$ cat src/rtl/instruction_sequencer.sv
// instruction_sequencer: issues words from a small program memory to the
// Processor's 13-bit instruction input, holding each for HOLD_CYCLES clocks.
// Ports:
//   clk_i, rst_i            clock, synchronous active-high reset
//   prog_we_i/addr_i/data_i program memory write port (accepted in IDLE only)
//   prog_len_i              words to run, latched on an accepted start
//   start_i, abort_i        run request (level, IDLE only) / stop current run
//   instruction_o           sanitised word presented to the Processor
//   issue_o                 pulse in the first cycle of each new word
//   pc_o                    index of the word currently presented
//   busy_o, done_o          run in progress / one-cycle normal completion
module instruction_sequencer #(
  parameter int unsigned PROG_DEPTH  = 16,
  parameter int unsigned HOLD_CYCLES = 10,
  parameter int unsigned AW          = $clog2(PROG_DEPTH)
) (
  input  logic          clk_i,
  input  logic          rst_i,
  input  logic          prog_we_i,
  input  logic [AW-1:0] prog_addr_i,
  input  logic [12:0]   prog_data_i,
  input  logic [AW:0]   prog_len_i,
  input  logic          start_i,
  input  logic          abort_i,
  output logic [12:0]   instruction_o,
  output logic          issue_o,
  output logic [AW-1:0] pc_o,
  output logic          busy_o,
  output logic          done_o
);

  localparam int unsigned LW = AW + 1;
  localparam int unsigned CW = (HOLD_CYCLES > 1) ? $clog2(HOLD_CYCLES) : 1;

  typedef enum logic [1:0] {
    ST_IDLE = 2'd0,
    ST_HOLD = 2'd1,
    ST_DONE = 2'd2
  } state_e;

  state_e        state_q;
  logic [CW-1:0] cnt_q;
  logic [LW-1:0] len_q;
  logic [12:0]   instr_q;
  logic          issue_q;
  logic [AW-1:0] pc_q;
  logic          busy_q;
  logic          done_q;

  logic [12:0]   mem_q [PROG_DEPTH];

  logic [LW-1:0] len_d;
  logic [12:0]   first_word_d;
  logic [12:0]   next_word_d;
  logic          last_word_d;

  // Vector ops carry no operands, so their low 11 bits are forced to zero.
  function automatic logic [12:0] sanitise(input logic [12:0] w);
    return w[12] ? {w[12:11], 11'b0} : w;
  endfunction

  assign len_d        = (prog_len_i > LW'(PROG_DEPTH)) ? LW'(PROG_DEPTH) : prog_len_i;
  assign first_word_d = sanitise(mem_q[0]);
  assign next_word_d  = sanitise(mem_q[pc_q + AW'(1)]);
  assign last_word_d  = (LW'(pc_q) == (len_q - LW'(1)));

  // Program memory: writable only while idle, untouched by reset.
  always_ff @(posedge clk_i) begin
    if (!rst_i && prog_we_i && (state_q == ST_IDLE)) begin
      mem_q[prog_addr_i] <= prog_data_i;
    end
  end

  // Sequencer FSM with registered outputs.
  always_ff @(posedge clk_i) begin
    if (rst_i) begin
      state_q <= ST_IDLE;
      cnt_q   <= '0;
      len_q   <= '0;
      instr_q <= '0;
      issue_q <= 1'b0;
      pc_q    <= '0;
      busy_q  <= 1'b0;
      done_q  <= 1'b0;
    end else begin
      issue_q <= 1'b0;
      done_q  <= 1'b0;
      unique case (state_q)
        ST_IDLE: begin
          if (start_i) begin
            len_q <= len_d;
            if (len_d == '0) begin
              state_q <= ST_DONE;
              done_q  <= 1'b1;
            end else begin
              state_q <= ST_HOLD;
              busy_q  <= 1'b1;
              pc_q    <= '0;
              instr_q <= first_word_d;
              cnt_q   <= CW'(HOLD_CYCLES - 1);
              issue_q <= 1'b1;
            end
          end
        end
        ST_HOLD: begin
          if (abort_i) begin
            state_q <= ST_IDLE;
            busy_q  <= 1'b0;
          end else if (cnt_q != '0) begin
            cnt_q <= cnt_q - CW'(1);
          end else if (!last_word_d) begin
            pc_q    <= pc_q + AW'(1);
            instr_q <= next_word_d;
            cnt_q   <= CW'(HOLD_CYCLES - 1);
            issue_q <= 1'b1;
          end else begin
            state_q <= ST_DONE;
            busy_q  <= 1'b0;
            done_q  <= 1'b1;
          end
        end
        ST_DONE: begin
          state_q <= ST_IDLE;
        end
        default: begin
          state_q <= ST_IDLE;
          busy_q  <= 1'b0;
        end
      endcase
    end
  end

  assign instruction_o = instr_q;
  assign issue_o       = issue_q;
  assign pc_o          = pc_q;
  assign busy_o        = busy_q;
  assign done_o        = done_q;

endmodule

$ cat config.mk
export PLATFORM = sky130hd
export DESIGN_NAME = instruction_sequencer
export DESIGN_NICKNAME = d
export VERILOG_FILES = /design/src/rtl/instruction_sequencer.sv
export SDC_FILE = /design/constraint.sdc
export NUM_CORES = 1
export LEC_CHECK = 0
export ABC_AREA = 1
export BUFFER_PORTS_ARGS = -buffer_cell sky130_fd_sc_hd__buf_4
export CORE_MARGIN = 2
export CORE_UTILIZATION = 50
export DETAILED_ROUTE_END_ITERATION = 8
export GPL_TIMING_DRIVEN = 0
export PLACE_DENSITY_LB_ADDON = 0.1
export SYNTH_ARGS = -nofsm -noshare
export SYNTH_HDL_FRONTEND = slang
export SYNTH_SLANG_ARGS = --single-unit
$ cat constraint.sdc
create_clock -name clk_i -period 5.3 [get_ports clk_i]
set_input_delay 0 -clock clk_i [delete_from_list [all_inputs] [get_ports clk_i]]
set_output_delay 0 -clock clk_i [all_outputs]
set_load 0.005 [all_outputs]
==> results.cfg <==
[synthesis]
synthArstFlopShare_pct = 0
syn_inst = 1110
synth_top_cell_area_share_pct = 59.1
synth.distinct_cells = 26
synth_edf_count = 208
synth_area_leaders = edfxtp_1 59%, nand2_1 13%, nand3_1 7.2%, dfxtp_1 5.9%, inv_1 5.3%
synth-main-ff-cell = edfxtp_1
yosysMostFrequentCell = nand2_1
ys_warn_count = 0
synth_nets = 1141
avgSynthCellArea_sq_um = 9.53
ys_seq_area_share_pct = 64.9
synth_common_cells = 370 x nand2_1, 208 x edfxtp_1, 152 x nand3_1
netlist_area_sq_um = 10600
ys_ff_latch = 239
yosysTopAreaCell = edfxtp_1

[final_layout]
seqCellArea_sq_um = 6870
fin_cells = 1500
final_nets = 1237
final_util_pct = 59.3
antenna_cells = 0
drive_gt1_share_pct = 10.0
multi_input_area_sq_um = 2930
area_growth_pct = 17.1
fillers = 1786

[detailed_routing]
via_per_inst = 5.10
wl_per_cell_um = 18.3
num_vias = 7649
ant_nets = 0
firstDrtPassIters = 5
drcViolationCount = 0
drtIter0Drc = 573
postRouteWirelength_um = 27400

[setup_path]
slowest_delay_ps = 1000
crit_family = simple AND/OR/NAND/NOR gates
arrival_ps = 2750
critPathKind = reg -> reg
worstPathRequired_ps = 5430
worst_path_max_delay_cell = nor2_1
cp_cell_sequence = inv_1 -> nand2_1 -> nor2_1 -> nand3_1 -> nor2_1
path_max_fanout = 13
start_kind = flop
end_kind = flop
cpMostUsedCell = nor2_1
path_buf_inv = 1

[timing]
period_needed_ps = 2620
finClkSkew_ps = 14.9
final_max_slew_viol_count = 0
rsz0062_at_grt = false
worstMarginPinSlew_ps = 1250
relSlewSlack_pct = 16.1
setup_tns_ps = 0
whs_ps = 68.5
finalCritPeriodShare_pct = 49.5
max_freq_ghz = 0.381
hold_viol = 0
final-setup-viol-count = 0

[floorplan]
start_util_pct = 50.6
die_x_um = 149
fp-row-count = 53
dieArea_sq_um = 22300
die_h_um = 149
coreArea_sq_um = 20900
ioPinCount = 47

[power]
vdd_ir_drop_max_mv = 0.289
cellPowerDensity_nw_per_um2 = 361
power_leakage_uw = 0.00526

[clocking]
clock_latency_ps = 520
cts_tree = yes
clockBufferDepth = 3
ctsResizeCount = 0
cts_buffers = 26
cts_max_level = 1
cts-root-buf = clkbuf_16
clk_pin_slew_ps = 60
clock-sinks = 239
post-cts-setup-buffers = 0

[placed_design]
place.gp.congestion = 0.920
io_buffers = 46
place_hpwl_um = 18900
dp_cells = 1431

[flow_run]
cap_violations = 0

[global_routing]
grt_pass1_vias = 7261
antenna_found_initial = 0
grt_max_degree = 17
track_usage_pct = 25.2
grt_pass1_wl_um = 41600
overflow = 0

[run_status]
status = finished, final reports clean

[hold_path]
min_path_type = in -> reg
[registers in the layout, summed over array words and instances (netlist names)]
signal / cells
busy_o: 1
instruction_o: 13
mem_q: 208
done_o: 1
pc_o: 4
issue_o: 1
cnt_q: 4
len_q: 5
state_q: 2
[path summary, 6_finish.rpt]
path,endpoint,depth (start not counted),slack [ps],start
worst min register to register,busy_o,2,450,busy_o
worst min-delay path,mem_q[7][12],3,70,prog_addr_i[1]
worst max-delay path,mem_q[12][9],5,2680,state_q[0]
worst max register to register,mem_q[12][9],5,2680,state_q[0]
[per-stage QoR]
stage                     total power, uW  instance area (sq um)  setup slack (ps)
after CTS                            4490                  12400              2610
after global placement               2610                  11300              2640
after global routing                 4630                  12400              2420
after detailed placement             2610                  11300              2620
after floorplan                      2410                  10600              3490
final                                4470                  12400              2680
[layout by cell type, fill, tap and decap left out, types with 2 or more instances in the layout]
cell,n
nand2_1,370
edfxtp_1,208
nand3_1,152
inv_1,148
nor2_1,78
buf_4,47
dfxtp_1,31
buf_2,27
clkbuf_16,27
dlygate4sd3_1,21
clkbuf_1,20
nand4_1,15
a21oi_1,14
o21ai_0,13
clkinv_1,8
nor3_1,5
buf_1,5
bufinv_16,5
a211oi_1,4
ha_1,4
clkinv_2,4
nor2_4,3
nor2_2,2
nand3_2,2
o211ai_1,2
xor2_1,2
[cell families after synthesis]
| kind of cell | share of synthesized area [%] |
|---|---|
| adder cells (fa/ha/maj) | 0.473 |
| buffers and inverters | 7.42 |
| XOR/XNOR | 0.556 |
| AND/OR/NAND/NOR | 24.9 |
| flip-flops | 64.9 |
| AO/OA/AOI/OAI | 1.77 |
[cell type report]
class                           instances  area share (%)
Buffer                                 49            1.76
Tap cell                              275            2.78
Clock buffer                           30            5.55
Inverter                              151            4.58
Multi-Input combinational cell        671            23.7
Sequential cell                       239            55.4
Timing Repair Buffer                   68            4.55
Clock inverter                         17            1.69
[power by group]
group / total, uW / internal, uW / switching [uW]
sequential: 2090 / 2070 / 15.1
clock: 1890 / 1170 / 720
combinational: 497 / 158 / 339
[timing repair]
action	CTS	global route
hold buffers	21	0
hold endpoints to repair	228	0
setup endpoints to repair	0	0
[layer usage]
layer  vias to the layer above  share of wire (%)  track usage [%]
met1                      3543                 43             35.0
li1                       3798                  -                -
met3                        45                7.4             3.96
met2                       263                 46             40.3
met5                         -                  0                0
met4                         0                3.5             9.29
[tightest hold or removal path, delay by kind of cell]
family	cells	cell delay [ps]
and+or+nand+nor	2	260
buffers and inverters	1	130
(Power assumes the default switching activity.)
